**src/rtl/gate_exerciser.sv**
```systemverilog
// Drives a 2-input gate through {a,b}=00,01,10,11 and checks y_in against the gate_sel truth table.
// Latency: 4*(SETTLE+1) cycles from start edge to done; no backpressure, start is ignored unless idle.
module gate_exerciser #(
    parameter int unsigned SETTLE = 1
) (
    input  logic       clk,
    input  logic       rst_n,
    input  logic       start,
    input  logic [2:0] gate_sel,
    output logic       a,
    output logic       b,
    input  logic       y_in,
    output logic       busy,
    output logic       done,
    output logic       pass,
    output logic [3:0] fail_vec
);

    typedef enum logic [1:0] {IDLE, DRIVE, SAMPLE, DONE} state_t;

    localparam logic [3:0] CNT_INIT = 4'(SETTLE - 1);

    state_t     state_q, state_d;
    logic [2:0] sel_q, sel_d;
    logic [1:0] idx_q, idx_d;
    logic [3:0] cnt_q, cnt_d;
    logic [3:0] fv_q, fv_d;
    logic       a_q, a_d;
    logic       b_q, b_d;
    logic       pass_q, pass_d;
    logic       expected;

    always_comb begin
        expected = a_q;
        case (sel_q)
            3'd0:    expected = a_q & b_q;
            3'd1:    expected = a_q | b_q;
            3'd2:    expected = a_q ^ b_q;
            3'd3:    expected = ~(a_q & b_q);
            3'd4:    expected = ~(a_q | b_q);
            3'd5:    expected = ~(a_q ^ b_q);
            3'd6:    expected = ~a_q;
            default: expected = a_q;
        endcase
    end

    always_comb begin
        state_d = state_q;
        sel_d   = sel_q;
        idx_d   = idx_q;
        cnt_d   = cnt_q;
        fv_d    = fv_q;
        a_d     = a_q;
        b_d     = b_q;
        pass_d  = pass_q;
        case (state_q)
            IDLE: begin
                if (start) begin
                    sel_d   = gate_sel;
                    idx_d   = 2'd0;
                    fv_d    = 4'd0;
                    pass_d  = 1'b0;
                    a_d     = 1'b0;
                    b_d     = 1'b0;
                    cnt_d   = CNT_INIT;
                    state_d = DRIVE;
                end
            end
            DRIVE: begin
                if (cnt_q == 4'd0) state_d = SAMPLE;
                else               cnt_d   = cnt_q - 4'd1;
            end
            SAMPLE: begin
                if (y_in != expected) fv_d[idx_q] = 1'b1;
                if (idx_q == 2'd3) begin
                    // pass must include the result of this final sample
                    pass_d  = (fv_d == 4'd0);
                    a_d     = 1'b0;
                    b_d     = 1'b0;
                    state_d = DONE;
                end else begin
                    idx_d   = idx_q + 2'd1;
                    a_d     = idx_d[1];
                    b_d     = idx_d[0];
                    cnt_d   = CNT_INIT;
                    state_d = DRIVE;
                end
            end
            DONE: state_d = IDLE;
            default: state_d = IDLE;
        endcase
    end

    always_ff @(posedge clk or negedge rst_n) begin
        if (!rst_n) begin
            state_q <= IDLE;
            sel_q   <= 3'd0;
            idx_q   <= 2'd0;
            cnt_q   <= 4'd0;
            fv_q    <= 4'd0;
            a_q     <= 1'b0;
            b_q     <= 1'b0;
            pass_q  <= 1'b0;
        end else begin
            state_q <= state_d;
            sel_q   <= sel_d;
            idx_q   <= idx_d;
            cnt_q   <= cnt_d;
            fv_q    <= fv_d;
            a_q     <= a_d;
            b_q     <= b_d;
            pass_q  <= pass_d;
        end
    end

    assign a        = a_q;
    assign b        = b_q;
    assign busy     = (state_q == DRIVE) || (state_q == SAMPLE);
    assign done     = (state_q == DONE);
    assign pass     = pass_q;
    assign fail_vec = fv_q;

endmodule

```
**config.mk**
```make
export PLATFORM = sky130hd
export DESIGN_NAME = gate_exerciser
export DESIGN_NICKNAME = d
export VERILOG_FILES = /design/src/rtl/gate_exerciser.sv
export SDC_FILE = /design/constraint.sdc
export NUM_CORES = 1
export LEC_CHECK = 0
export CAP_MARGIN = 0
export CORE_MARGIN = 2
export CORE_UTILIZATION = 57
export DETAILED_ROUTE_END_ITERATION = 6
export PLACE_DENSITY = 0.82
export SLEW_MARGIN = 30
export SYNTH_ARGS = -nofsm -noshare
export SYNTH_HDL_FRONTEND = slang
export SYNTH_SLANG_ARGS = --single-unit
```
**constraint.sdc**
```tcl
create_clock -name clk -period 2.83 [get_ports clk]
set_input_delay 0.566 -clock clk [delete_from_list [all_inputs] [get_ports clk]]
set_output_delay 0.566 -clock clk [all_outputs]
set_load 0.05 [all_outputs]
```
==> metrics.txt, run 1 <==
run status completed; Static Leak 0.6207 nW; Clock Pin Slew Worst Setup and Hold Paths 0.09 ns; DR pass1 iterations 4; post-synthesis compound-gate area fraction 19.80%; Layout Nets 159; initial antenna violation count 0; syn avg cell area 9.610 um^2; Netlist cell types 33; antenna-violating nets left 0; Root Driver clkbuf_4; number of DRC markers in iteration 0 10; post-synthesis mux area share 3.829%; WP data arrival 1.91 ns; RSZ-0062 raised after global routing false; largest area contributor in the netlist dfrtp_1; filler cell count 166; number of synthesized register bits 18; R2R depth 7; WL final 2388 um; hold endpoint cnt_q[0]; top cells by area, synth dfrtp_1, ha_1, o21ai_0, inv_1, nand2_1; CTS tree yes; die area 2380 um^2; Syn. warnings 0; HP Class reg2reg; Multi-input gate area 644.4 um^2; Area after DPL 1324 um^2; Required @ worst endpoint 2.26 ns; GRT Residual Overflow 0; cts bufs inserted 3; Initial Util 59.51%; Storage cell area 450.4 um^2; Remaining DRCs 0; layout cells sized above 1 6.618%; final setup fails 0; Adder-Cell Fraction of Synth Area 15.32%; Ant. Diodes 0; htree depth 1; cell count after synthesis 119; gpl congestion 0.8677; RR Startpoint state_q[0]; worst clock skew 0.0007497 ns; post-synth top area share 39.39%; Final WS setup 0.3578 ns; crit path kind reg2out; I/O Buffers 15; total of max-cap violations 0; Rel. slew slack 45.74%; IO Pins 16; post-synthesis xor/xnor area fraction 0.7659%; Slew @ Worst Pin 0.8114 ns; Setup Buffers After CTS 0; Die X-Extent 48.79 um; pwr/cell area 1039 nW/um^2; main combinational cell family by area after synthesis compound AO/OA/AOI/OAI gates; die height 48.79 um; R2R Setup Slk 0.86 ns; post-synthesis sequential area ratio 39.39%; CTS Sinks 18; first-pass GRT wire length 4257 um; Design Area, Final 1346 um^2; vias per cell 5.755; hold_ws 0.5437 ns; synthesis-to-layout area growth 17.72%; peak supply drop 0.0008584 V; CP Capture Type primary output; Core Region 1922 um^2; pre-CTS setup slack 0.6501 ns; Pwr Total 1.399 mW; latest clock arrival within the worst-skew pair 0.29 ns; Hold Path Stages 1; top cells by count, synth dfrtp_1, ha_1, o21ai_0, inv_1, nand2_1; Slew Limit Fails 0; via count 938; reg2reg end cnt_q[1]; fraction of the mapped netlist area in simple logic gates 16.63%; Syn Std Cell Area 1144 um^2; number of global-route vias before repair 963; GRT Total Usage 22.90%; dominant synthesized flop cell dfrtp_1; row count 16; drt wl/cell 14.65 um; syn_nets 140; fin crit share 87.36%; setup_tns 0 ns; Clock Tree Buf Depth 2; post-synthesis async set-or-reset flop share 100.0%; Post-synth EDFFs 0; fmax 0.4045 GHz; largest net degree at the start of global routing 19; hold buffer count at CTS 0; Final Hold Vio Count 0; DP Wirelength 1833 um; start point of the worst hold path cnt_q[0]; post_cts resized 0; Max FO, Critical Path 6; most numerous cell in the Yosys netlist dfrtp_1; Startpoint Class flop; Final min period 2.472 ns
==> metal layers <==
layer	vias up	global-route usage (%)	wire length, um	share of wire [%]
li1	462	-	-	-
met1	459	30.51	1132	47
met2	15	37.44	1176	49
met3	2	4.601	64	2.7
met4	0	7.619	16	0.67
met5	-	0	0	0
==> through the flow <==
step           std cells  utilization, %
5_1_grt              163           70.05
4_1_cts              163           70.05
3_3_place_gp         160           68.88
6_report             163           70.05
2_1_floorplan        119               -
3_5_place_dp         160           68.88
==> registers in the layout, indices dropped and copies added, names as in the netlist <==
register,flops
a,1
b,1
cnt_q,4
fail_vec,4
idx_q,2
pass,1
sel_q,3
state_q,2
==> cells by family after synthesis <==
kind of cell / count (synthesis)
mux: 4
buf+inv: 13
simple gates: 34
xor+xnor: 1
flops: 18
fa+ha+maj: 14
compound gates: 35
==> where the power goes <==
part | total, mW | switching (mW) | internal (mW)
Clock | 0.123 | 0.0730 | 0.0495
Combinational | 0.833 | 0.523 | 0.310
Sequential | 0.443 | 0.104 | 0.339
Total | 1.40 | 0.700 | 0.699
==> critical path, stage by stage, from the launching register on <==
cell and delay, ns:
dfrtp_1 0.44, inv_1 0.11, ha_1 0.28, clkdlybuf4s50_1 0.79
==> worst max-delay path by stage <==
stage / startpoint / to / slack (ns) / cells after the start
finish: state_q[1] / busy / 0.36 / 3
global route: state_q[0] / busy / 0.28 / 3
CTS: state_q[0] / busy / 0.34 / 3
detailed placement: start / cnt_q[3] / 0.65 / 6
global placement: start / cnt_q[3] / 0.70 / 6
floorplan: a / fail_vec[0] / 0.78 / 7
==> area by class of cell <==
cell class / count / share of cell area (%)
Timing Repair Buffer: 15 / 11.15
Multi-Input combinational cell: 88 / 47.86
Sequential cell: 18 / 33.46
Inverter: 12 / 3.346
Tap cell: 27 / 2.509
Clock buffer: 3 / 1.673
==> cells in the final DEF, fill, tap and decap left out <==
cell / instances
o31ai_1: 5
mux2_2: 3
a211o_1: 2
nand3b_1: 1
or4b_4: 1
or2_1: 1
nor2_1: 5
and2b_1: 1
ha_1: 14
o211ai_1: 1
inv_1: 12
o21ai_0: 13
or4_1: 1
nand2b_1: 2
a21bo_1: 1
nand4_1: 1
a31oi_1: 1
dfrtp_1: 18
nor4_1: 1
nand2_1: 12
mux2i_1: 1
a21oi_1: 5
o21ai_1: 1
o22ai_1: 1
xor2_1: 1
clkbuf_4: 3
clkdlybuf4s50_1: 15
a22o_1: 3
nand4_2: 1
nand3_1: 2
a32o_1: 2
nor3b_1: 1
nor2b_1: 3
or4b_2: 1
Power figures use the tool's default switching activity.
==> inputs of run 2 (changes only) <==
- CAP_MARGIN: 0 -> 20
==> results of run 2 <==
Final layout, timing and power as in run 1 (identical DEF).
==> inputs of run 3 (changes only) <==
- SLEW_MARGIN: 30 -> 20
==> results of run 3 <==
Final layout, timing and power as in run 1 (identical DEF).
